File: src/rtl/clk_sel_sequencer_pkg.sv
// Shared constants for the clock-select sequencer and the clock-mux wrapper.
// Holds the FSM state codes, the mux select encodings and a counter-width helper.
package clk_sel_sequencer_pkg;

    localparam logic [1:0] ST_IDLE   = 2'd0;
    localparam logic [1:0] ST_GATE   = 2'd1;
    localparam logic [1:0] ST_SWITCH = 2'd2;
    localparam logic [1:0] ST_UNGATE = 2'd3;

    localparam logic CLK_SEL_A = 1'b0;
    localparam logic CLK_SEL_B = 1'b1;

    // Width of a counter that must hold 0..n-1; never narrower than one bit.
    function automatic int cnt_width(input int n);
        return (n > 1) ? $clog2(n) : 1;
    endfunction

endpackage

File: src/rtl/clk_sel_sequencer_btn_debounce.sv
// Push-button conditioner: two-flop synchronizer, stability counter and a
// one-cycle pulse on every accepted press (releases produce no pulse).
module btn_debounce
    import clk_sel_sequencer_pkg::*;
#(
    parameter int DEBOUNCE_CYCLES = 1000000
) (
    input  logic clk_i,
    input  logic rst_ni,
    input  logic btn_i,
    output logic rise_o
);

    localparam int CW = cnt_width(DEBOUNCE_CYCLES);
    localparam logic [CW-1:0] CNT_LAST = CW'(DEBOUNCE_CYCLES - 1);

    logic          sync1_q, sync2_q;
    logic          level_q, level_d;
    logic          rise_q, rise_d;
    logic [CW-1:0] cnt_q, cnt_d;

    // Accept the synchronized level only after it has differed for the full window.
    always_comb begin
        cnt_d   = cnt_q;
        level_d = level_q;
        rise_d  = 1'b0;
        if (sync2_q == level_q) begin
            cnt_d = {CW{1'b0}};
        end else if (cnt_q == CNT_LAST) begin
            level_d = sync2_q;
            cnt_d   = {CW{1'b0}};
            rise_d  = sync2_q;
        end else begin
            cnt_d = cnt_q + CW'(1);
        end
    end

    // Synchronizer and debounce state registers.
    always_ff @(posedge clk_i or negedge rst_ni) begin
        if (!rst_ni) begin
            sync1_q <= 1'b0;
            sync2_q <= 1'b0;
            level_q <= 1'b0;
            rise_q  <= 1'b0;
            cnt_q   <= {CW{1'b0}};
        end else begin
            sync1_q <= btn_i;
            sync2_q <= sync1_q;
            level_q <= level_d;
            rise_q  <= rise_d;
            cnt_q   <= cnt_d;
        end
    end

    assign rise_o = rise_q;

endmodule

File: src/rtl/clk_sel_sequencer.sv
// Drives the clock-mux select and output gate so that the select only ever
// moves while the gate is closed: gate -> switch -> ungate per request.
module clk_sel_sequencer
    import clk_sel_sequencer_pkg::*;
#(
    parameter int DEBOUNCE_CYCLES = 1000000,
    parameter int SETTLE_CYCLES   = 16,
    parameter int AUTO_PERIOD     = 0,
    parameter int CNT_W           = 16
) (
    input  logic             CLK100MHZ,
    input  logic             aresetn,
    input  logic             btn_in,
    input  logic             auto_en,
    output logic             clk_sel,
    output logic             clk_ce,
    output logic             busy,
    output logic             switch_done,
    output logic [CNT_W-1:0] switch_count
);

    localparam logic [15:0] SETTLE_LAST = 16'(SETTLE_CYCLES - 1);

    logic             btn_req_s, auto_req_s, req_s;
    logic [1:0]       state_q, state_d;
    logic [15:0]      settle_q, settle_d;
    logic             pending_q, pending_d;
    logic             sel_q, sel_d;
    logic             ce_q, ce_d;
    logic             busy_q, busy_d;
    logic             done_q, done_d;
    logic [CNT_W-1:0] count_q, count_d;

    btn_debounce #(
        .DEBOUNCE_CYCLES(DEBOUNCE_CYCLES)
    ) u_btn_debounce (
        .clk_i (CLK100MHZ),
        .rst_ni(aresetn),
        .btn_i (btn_in),
        .rise_o(btn_req_s)
    );

    generate
        if (AUTO_PERIOD > 0) begin : g_auto
            localparam int AW = cnt_width(AUTO_PERIOD);
            logic [AW-1:0] auto_cnt_q;

            assign auto_req_s = auto_en && (auto_cnt_q == AW'(AUTO_PERIOD - 1));

            // Free-running period timer, parked at zero while auto-switching is off.
            always_ff @(posedge CLK100MHZ or negedge aresetn) begin
                if (!aresetn) begin
                    auto_cnt_q <= {AW{1'b0}};
                end else if (!auto_en || auto_req_s) begin
                    auto_cnt_q <= {AW{1'b0}};
                end else begin
                    auto_cnt_q <= auto_cnt_q + AW'(1);
                end
            end
        end else begin : g_no_auto
            assign auto_req_s = auto_en & 1'b0;
        end
    endgenerate

    assign req_s = btn_req_s | auto_req_s;

    // Sequencer next-state; all outputs are computed here and registered below.
    always_comb begin
        state_d   = state_q;
        settle_d  = settle_q;
        pending_d = pending_q;
        sel_d     = sel_q;
        ce_d      = ce_q;
        busy_d    = busy_q;
        done_d    = 1'b0;
        count_d   = count_q;
        case (state_q)
            ST_IDLE: begin
                if (req_s || pending_q) begin
                    state_d   = ST_GATE;
                    pending_d = 1'b0;
                    settle_d  = 16'd0;
                    ce_d      = 1'b0;
                    busy_d    = 1'b1;
                end else begin
                    state_d = ST_IDLE;
                end
            end
            ST_GATE: begin
                pending_d = pending_q | req_s;
                if (settle_q == SETTLE_LAST) begin
                    state_d  = ST_SWITCH;
                    settle_d = 16'd0;
                    sel_d    = ~sel_q;
                end else begin
                    settle_d = settle_q + 16'd1;
                end
            end
            ST_SWITCH: begin
                pending_d = pending_q | req_s;
                if (settle_q == SETTLE_LAST) begin
                    state_d  = ST_UNGATE;
                    settle_d = 16'd0;
                    ce_d     = 1'b1;
                    done_d   = 1'b1;
                    count_d  = count_q + CNT_W'(1);
                end else begin
                    settle_d = settle_q + 16'd1;
                end
            end
            ST_UNGATE: begin
                // A request landing in the last cycle is still remembered.
                pending_d = pending_q | req_s;
                state_d   = ST_IDLE;
                busy_d    = 1'b0;
            end
            default: begin
                state_d   = ST_IDLE;
                settle_d  = 16'd0;
                pending_d = 1'b0;
                ce_d      = 1'b1;
                busy_d    = 1'b0;
            end
        endcase
    end

    // Sequencer state and registered outputs.
    always_ff @(posedge CLK100MHZ or negedge aresetn) begin
        if (!aresetn) begin
            state_q   <= ST_IDLE;
            settle_q  <= 16'd0;
            pending_q <= 1'b0;
            sel_q     <= CLK_SEL_A;
            ce_q      <= 1'b1;
            busy_q    <= 1'b0;
            done_q    <= 1'b0;
            count_q   <= {CNT_W{1'b0}};
        end else begin
            state_q   <= state_d;
            settle_q  <= settle_d;
            pending_q <= pending_d;
            sel_q     <= sel_d;
            ce_q      <= ce_d;
            busy_q    <= busy_d;
            done_q    <= done_d;
            count_q   <= count_d;
        end
    end

    assign clk_sel      = sel_q;
    assign clk_ce       = ce_q;
    assign busy         = busy_q;
    assign switch_done  = done_q;
    assign switch_count = count_q;

endmodule

File: config.mk
export PLATFORM = sky130hd
export DESIGN_NAME = clk_sel_sequencer
export DESIGN_NICKNAME = d
export VERILOG_FILES = /design/src/rtl/clk_sel_sequencer_pkg.sv /design/src/rtl/clk_sel_sequencer_btn_debounce.sv /design/src/rtl/clk_sel_sequencer.sv
export SDC_FILE = /design/constraint.sdc
export NUM_CORES = 1
export LEC_CHECK = 0
export CORE_ASPECT_RATIO = 0.75
export CORE_MARGIN = 5
export CORE_UTILIZATION = 30
export CTS_CLUSTER_DIAMETER = 60
export CTS_CLUSTER_SIZE = 16
export DETAILED_ROUTE_END_ITERATION = 12
export PLACE_DENSITY = 0.49
export SYNTH_ARGS = -nofsm -noshare
export SYNTH_HDL_FRONTEND = slang
export SYNTH_SLANG_ARGS = --single-unit
File: constraint.sdc
create_clock -name CLK100MHZ -period 3.78 [get_ports CLK100MHZ]
set_input_delay 0.756 -clock CLK100MHZ [delete_from_list [all_inputs] [get_ports CLK100MHZ]]
set_output_delay 0.756 -clock CLK100MHZ [all_outputs]
set_load 0.005 [all_outputs]
# Word-level counts from Yosys, hierarchy flattened

Cells that the tools add are included.

Bits of input ports: 4
Output and inout port bits: 20
Register bits: 63
Logic and storage cells: 61

Bitwise logic cells: 3
$add $sub $neg: 3
Reductions and logical operators: 14
Equal/unequal tests: 9
Multiplexer cells: 19

Operators with widths:

| kind                                                             | count |
|---|---|
| 20-bit 2-to-1 mux                                                | 2 |
| 16-bit by 1-bit adder with 16-bit output, second input constant  | 2 |
| 16-bit 2-to-1 mux                                                | 2 |
| 16-bit one-hot mux with 2 select lines                           | 1 |
| 20-bit by 1-bit adder with 20-bit output, second input constant  | 1 |
| 20-bit == test, second input constant                            | 1 |
| 16-bit by 4-bit == test with 1-bit output, second input constant | 1 |
| 2-bit AND reduction                                              | 6 |
| 1-bit 2-to-1 mux                                                 | 8 |
| 2-bit one-hot mux with 4 select lines                            | 1 |
| 2-bit != test, second input constant                             | 3 |
| 1-bit one-hot mux with 2 select lines                            | 3 |
| 2-bit nonzero test                                               | 3 |
| 2-bit == test, second input constant                             | 2 |
| 2-bit 2-to-1 mux                                                 | 2 |
| 3-bit AND reduction                                              | 1 |
| 3-bit OR reduction                                               | 1 |
| 2-bit by 1-bit == test with 1-bit output, second input constant  | 1 |
| 2-bit logical NOT                                                | 1 |
| 1-bit inverter                                                   | 2 |
| 2-bit OR reduction                                               | 1 |
| 1-bit == test                                                    | 1 |
| 1-bit logical OR                                                 | 1 |
| 1-bit bitwise OR                                                 | 1 |

# Logic depth before layout (Yosys ltp)

Gate-level depths: netlist of run 1.

Depth in word-level cells: 4
Gate-level depth with buffers: 9
Mapped depth without buffers: 7

# Modules after synthesis

A second synthesis of run 1 with hierarchy kept.

Cells, all modules: 307
Area total of the unflattened synthesis: 3141.8 µm²

By module, submodules not included:

| module            | times used | area an instance (µm²) | cells each | sequential area each (µm²) |
|---|---|---|---|---|
| clk_sel_sequencer | 1          | 2004.4                 | 197        | 977.2 |
| btn_debounce      | 1          | 1137.3                 | 110        | 600.6 |

# Worst setup path before layout of run 1

No wires, ideal clock.

Path kind: flip-flop to flip-flop
Start: register state_q[0]
End: register settle_q[5]
Setup slack: 1.665 ns
Buffers on the path: 2
Period minus slack after synthesis: 2.115 ns
Required time: 3.652 ns
Stages on the path, launching flop included: 10
Arrival: 1.987 ns
Setup time: 0.128 ns
Cell sequence: dfrtp_1 inv_1 ha_1 or3b_2 clkbuf_1 o21ai_0 clkbuf_1 nor3_1 xnor2_1 nor2_1

Word-level cells in the longest chain between the ends: 4
Elaborated cells between the ends (all ways): 8
Classes of those cells: eq/ne: 3; mux: 1; reduce/logical: 4

RTL lines:

| what                                                                             | line                     | text |
|---|---|---|
| from (decl)                                                                      | clk_sel_sequencer.sv:25  | `logic [1:0] state_q, state_d;` |
| from (signal assigned)                                                           | clk_sel_sequencer.sv:139 | `state_q <= state_d;` |
| 2-bit == test / 2-bit by 1-bit == test with 1-bit output (equally long branches) | clk_sel_sequencer.sv:77  | `case (state_q)` |
| 2-bit OR reduction (no line)                                                     | -                        |  |
| 2-bit nonzero test (no line)                                                     | -                        |  |
| 2-bit AND reduction (no line)                                                    | -                        |  |
| to (signal assigned)                                                             | clk_sel_sequencer.sv:140 | `settle_q <= settle_d;` |
| to (decl)                                                                        | clk_sel_sequencer.sv:26  | `logic [15:0] settle_q, settle_d;` |

Several ways; a longest one is shown, not always the timed one.
A chain may end at the register's enable or synchronous reset.

# Worst setup path after layout of run 1

Start: register settle_q[0]
End: register settle_q[11]

Word-level cells in the longest chain between the ends: 3
Elaborated cells between the ends (all ways): 4
Classes of those cells: add/sub: 1; eq/ne: 1; mux: 2

RTL lines:

| what                                                                                                         | line |
|---|---|
| 16-bit by 1-bit adder with 16-bit output / 16-bit by 4-bit == test with 1-bit output (equally long branches) | - |
| 16-bit 2-to-1 mux *                                                                                          | clk_sel_sequencer.sv:91, clk_sel_sequencer.sv:101 |
| 16-bit one-hot mux with 2 select lines *                                                                     | clk_sel_sequencer.sv:77 |

Every way passes the cells marked *; elsewhere a longest branch is shown, timed or not.

==> impl_metrics.tcl, run 1 <==
set metrics [dict create \
    outcome "complete, no violations" \
    min_path_type "reg2reg" \
    p_leak_nw 1.582 \
    synthDistinctLibCells 41 \
    maxSlewViolCount 0 \
    drive_above_1_share_pct 9.440 \
    netlist.area_leader.share_pct 50.35 \
    io_pins 24 \
    ctsHoldBuffers 0 \
    antenna_cells 0 \
    post-place-ws_ns 1.345 \
    synth_area_um2 3082 \
    fin_nets 345 \
    critPathCaptureType "flip-flop" \
    fmax_ghz 0.4094 \
    clk_pin_slew_ns 0.05 \
    powerDensity_nw_per_um2 416.1 \
    syn_nets 315 \
    vias 2223 \
    crit_family "simple AND/OR/NAND/NOR gates" \
    post-dp-hpwl_um 4296 \
    final_util_pct 37.08 \
    cts_tree "built" \
    clock_latency_ns 0.33 \
    synth_top_cells_by_area "dfrtp_1 (50%), xnor2_1 (6.3%), xor2_1 (5.7%), nor2_1 (5.2%), nand3_1 (3.7%)" \
    clockRootBuffer "clkbuf_16" \
    yosysTopAreaCell "dfrtp_1" \
    synth-simple-area-share_pct 26.27 \
    initial_utilization_pct 30.30 \
    cts.sinks 63 \
    synth_adder_area_share_pct 2.842 \
    htree_levels 3 \
    grt_pass1_wl_um 10740 \
    cts_buffers 9 \
    rows 32 \
    drtIter0Drc 106 \
    hold_violations 0 \
    muxShareOfSynthArea_pct 1.096 \
    setup_viol 0 \
    worstSetupPathType "reg2reg" \
    worstPathArrival_ns 2.65 \
    area_growth_pct 22.37 \
    ys_seq_elements 63 \
    grt_max_degree 25 \
    path_buf_inv 0 \
    max_cap_violations 0 \
    synth_compound_area_share_pct 4.507 \
    power_w 0.001569 \
    yosysSeqAreaShare_pct 51.20 \
    clk_path_buf_depth 2 \
    grt_pass1_vias 2193 \
    cp_slowest_cell "or4bb_1" \
    slew_headroom_pct 45.07 \
    rsz0062_at_grt "false" \
    ir_worst_vdd_uv 167.3 \
    drtAntennaViolNets 0 \
    viasPerCell 4.680 \
    grt_usage_pct 10.76 \
    max_stage_delay_ns 0.51 \
    gr-total-overflow 0 \
    avgSynthCellArea_um2 10.14 \
    path_cells "ha_1, or4bb_1, nor4_4, nor2_1, nor2_2, o21ai_1" \
    synthXorXnorAreaFrac_pct 11.94 \
    layout_worst_path_cycle_share_pct 64.62 \
    postCtsSetupRepairBufs 0 \
    dieArea_um2 12420 \
    drt-pass1-iter-count 4 \
    cp_max_fo 12 \
    fin_ws_ns 1.337 \
    finalCriticalPeriod_ns 2.443 \
    die_w_um 127.0 \
    worst_slew_pin_slew_ns 0.8164 \
    start_kind "flip-flop" \
    skew_ns 0.004890 \
    mostFrequentLayoutCells "dfrtp_1 (62), nor2_1 (43), nand3_1 (23)" \
    required_ns 3.98 \
    numPortBuffers 22 \
    synthCells 304 \
    yosysWarnings 0 \
    avgRoutedWirePerCell_um 12.78 \
    place.gp.congestion 0.7467 \
    routed_wl_um 6071 \
    ctsResizeCount 0 \
    coreArea_um2 10170 \
    mostFrequentLayoutCell "dfrtp_1" \
    die_y_um 97.78 \
    antenna_found_initial 0 \
    tns_ns 0 \
    synth_top_family_by_area "simple AND/OR/NAND/NOR gates" \
    drc 0 \
]
-- synthesized netlist by cell type (all sizes together) --
master and number:
or3 4, nand3 23, mux2 3, and2 1, xnor2 22, nand2 20
nor3 16, o311ai 1, nand4b 1, o21a 1, a22o 1, or2 1
a31oi 3, o21ai 8, and4 2, dfrtp 62, or4bb 2, nor4b 3
buf 2, xor2 20, dfstp 1, inv 11, a21oi 9, ha 7
nand2b 1, nor2 44, or3b 2, a221o 1, nor3b 1, nand4 13
or4 2, clkbuf 4, and3 7, nor4 5
-- area by class of cell --
type | count | area, µm²
Fill cell | 1029 | 6399
Sequential cell | 63 | 1578
Multi-Input combinational cell | 224 | 1438
Timing Repair Buffer | 25 | 237.7
Clock buffer | 12 | 236.5
Tap cell | 136 | 170.2
Clock inverter | 4 | 70.07
Inverter | 11 | 41.29
-- power by group --
part / internal, W / leakage [nW] / switching, W / total, W
combinational: 0.00000555 / 0.562 / 0.0000185 / 0.0000241
sequential: 0.000679 / 0.870 / 0.00000403 / 0.000683
clock: 0.000575 / 0.151 / 0.000287 / 0.000862
-- final timing paths --
check                                             from                      end  slack, ns  cells past startpoint
worst min register to register  u_btn_debounce.sync1_q   u_btn_debounce.sync2_q       0.35                      0
worst max register to register             settle_q[0]             settle_q[11]       1.34                      6
worst min-delay path            u_btn_debounce.sync1_q   u_btn_debounce.sync2_q       0.35                      0
min in group asynchronous                      aresetn  u_btn_debounce.cnt_q[2]       0.40                      1
max in group asynchronous                      aresetn                   clk_ce       2.63                      2
worst max-delay path                       settle_q[0]             settle_q[11]       1.34                      6
-- through the flow --
| stage | hold WS, ns | instances | cell area, µm² |
|---|---|---|---|
| finish | 0.3518 | 475 | 3771 |
| global route | 0.3662 | 475 | 3771 |
| CTS | 0.3588 | 475 | 3771 |
| detailed placement | 0.3456 | 459 | 3465 |
| global placement | 0.3342 | 459 | 3465 |
| floorplan | 0.3312 | 304 | 3082 |
-- registers in the layout (all words and copies together), names as in the netlist --
| register | cells |
|---|---|
| busy | 1 |
| clk_ce | 1 |
| clk_sel | 1 |
| pending_q | 1 |
| settle_q | 16 |
| state_q | 2 |
| switch_count | 16 |
| switch_done | 1 |
| u_btn_debounce.cnt_q | 20 |
| u_btn_debounce.level_q | 1 |
| u_btn_debounce.rise_o | 1 |
| u_btn_debounce.sync1_q | 1 |
| u_btn_debounce.sync2_q | 1 |
-- cell families (layout without fill, tap and decap cells) --
logic type / after synthesis / in the layout
flops: 63 / 63
simple gates: 148 / 148
buf+inv: 17 / 52
xor+xnor: 42 / 42
fa+ha+maj: 7 / 7
mux: 3 / 3
compound gates: 24 / 24
-- per-layer routing --
| layer | vias up | track usage [%] | routed length [µm] |
|---|---|---|---|
| met2 | 30 | 15.98 | 2690 |
| met5 | - | 0 | 0 |
| li1 | 1129 | - | - |
| met1 | 1055 | 14.27 | 3038 |
| met3 | 9 | 4.647 | 281 |
| met4 | 0 | 3.215 | 61 |
-- worst reg2reg max path, cell delays in order, from the launching register on --
cell and delay (ns):
dfrtp_1 0.38, ha_1 0.23, or4bb_1 0.52, nor4_4 0.40, nor2_1 0.29, nor2_2 0.38, o21ai_1 0.12
No activity file was read; power rests on OpenSTA's default activity.
==> inputs of run 2 (changes only) <==
==> constraint.sdc (replaced) <==
create_clock -name CLK100MHZ -period 2.5 [get_ports CLK100MHZ]
set_input_delay 0.5 -clock CLK100MHZ [delete_from_list [all_inputs] [get_ports CLK100MHZ]]
set_output_delay 0.5 -clock CLK100MHZ [all_outputs]
set_load 0.005 [all_outputs]
==> run 2 against run 1 <==
Compared with the run above: worst hold slack got worse by 0.17 ns; cell area rose by 2.7%; final cell count grew 1.5%; sequential power rose by 51%; non-clock buffer count up 7; flip-flop and latch count is the same; register-to-register slack got worse by 1.0 ns; first-iteration DRC count is 13% lower; power is 58% higher; count of clock-buffer cells in the layout is 2 higher; sequential share of layout area fell by 1.1 points; largest power group unchanged.
==> impl_metrics.tcl, run 2 (synthesis gave the netlist of run 1 again) <==
set metrics [dict create \
    outcome "complete, no violations" \
    ir_worst_vdd_uv 290.9 \
    drive_above_1_share_pct 11.85 \
    max_cap_violations 0 \
    p_leak_nw 1.643 \
    tns_ns 0 \
    mostFrequentLayoutCell "dfrtp_1" \
    grt_usage_pct 11.10 \
    cts_tree "built" \
    finalCriticalPeriod_ns 2.185 \
    worst_slew_pin_slew_ns 0.5089 \
    mostFrequentLayoutCells "dfrtp_1 (62), nor2_1 (43), nand3_1 (23)" \
    drtAntennaViolNets 0 \
    grt_pass1_vias 2237 \
    post-dp-hpwl_um 4277 \
    post-place-ws_ns 0.2905 \
    cp_max_fo 8 \
    min_path_type "in2async" \
    area_growth_pct 25.70 \
    place.gp.congestion 0.7890 \
    worstSetupPathType "reg2reg" \
    drtIter0Drc 92 \
    fin_nets 352 \
    skew_ns 0.004064 \
    avgRoutedWirePerCell_um 12.73 \
    htree_levels 3 \
    gr-total-overflow 0 \
    clockRootBuffer "clkbuf_16" \
    setup_viol 0 \
    timing.hold.ws_ns 0.1830 \
    largest-register "u_btn_debounce.cnt_q" \
    grt_max_degree 64 \
    ctsHoldBuffers 0 \
    die_y_um 97.78 \
    postCtsSetupRepairBufs 0 \
    fmax_ghz 0.4576 \
    worstPathArrival_ns 2.38 \
    final_util_pct 38.09 \
    numPortBuffers 22 \
    io_pins 24 \
    die_w_um 127.0 \
    routed_wl_um 6138 \
    coreArea_um2 10170 \
    vias 2255 \
    rsz0062_at_grt "false" \
    drc 0 \
    slew_headroom_pct 65.81 \
    dieArea_um2 12420 \
    ctsResizeCount 0 \
    layout_worst_path_cycle_share_pct 87.42 \
    rows 32 \
    antenna_found_initial 0 \
    antenna_cells 0 \
    required_ns 2.70 \
    clk_pin_slew_ns 0.05 \
    viasPerCell 4.678 \
    clock_latency_ns 0.32 \
    start_kind "flip-flop" \
    cts.sinks 63 \
    cts_buffers 9 \
    maxSlewViolCount 0 \
    critPathCaptureType "flip-flop" \
    initial_utilization_pct 30.30 \
    drt-pass1-iter-count 4 \
    powerDensity_nw_per_um2 638.4 \
    hold_violations 0 \
    grt_pass1_wl_um 11100 \
    fin_ws_ns 0.3145 \
    largest_reg_flops 20 \
    clk_path_buf_depth 2 \
]
==> run 2: changes by cell type in the layout (fill, tap and decap cells not counted), sizes merged <==
| cell | previous run | this run |
|---|---|---|
| buf | 4 | 11 |
| clkbuf | 12 | 14 |
| clkinv | 2 | 0 |
==> run 2: critical path, stage by stage, from the launching register on <==
cell	delay, ns
dfrtp_1	0.38
ha_1	0.22
or4bb_1	0.53
nor4_4	0.30
nor2_1	0.17
nor2_2	0.32
o21ai_1	0.12
==> run 2: metrics by stage <==
stage          instance area [µm²]  power (W)  instances
5_1_grt                       3874   0.002574        482
2_1_floorplan                 3082   0.001059        304
4_1_cts                       3874   0.002520        482
6_report                      3874   0.002473        482
3_5_place_dp                  3530   0.001091        466
3_3_place_gp                  3530   0.001091        466
==> run 2: final timing paths <==
path	start	endpoint	slack, ns	cells after the start
max reg2reg	settle_q[0]	settle_q[11]	0.31	6
max	settle_q[0]	settle_q[11]	0.31	6
max in group asynchronous	aresetn	clk_ce	2.01	2
min	aresetn	u_btn_debounce.cnt_q[8]	0.18	2
min reg2reg	u_btn_debounce.sync1_q	u_btn_debounce.sync2_q	0.35	0
min in group CLK100MHZ	u_btn_debounce.sync1_q	u_btn_debounce.sync2_q	0.35	0
==> run 2: layer usage <==
layer	GRT usage [%]	vias to the layer above	part of all wire, %
met4	4.782	0	2.0
met1	15.38	1059	50
met5	0	-	0
met3	3.991	13	4.9
met2	15.57	44	43
li1	-	1139	-
==> run 2: layout make-up <==
class	instances	area (µm²)
Sequential cell	63	1578
Multi-Input combinational cell	224	1438
Fill cell	1043	6296
Tap cell	136	170.2
Inverter	11	41.29
Clock inverter	2	60.06
Timing Repair Buffer	32	302.8
Clock buffer	14	284.0
==> run 2: power breakdown <==
part           switching (W)  internal, W
sequential        0.00000583      0.00103
combinational      0.0000280    0.0000109
clock               0.000420     0.000981
total               0.000454      0.00202
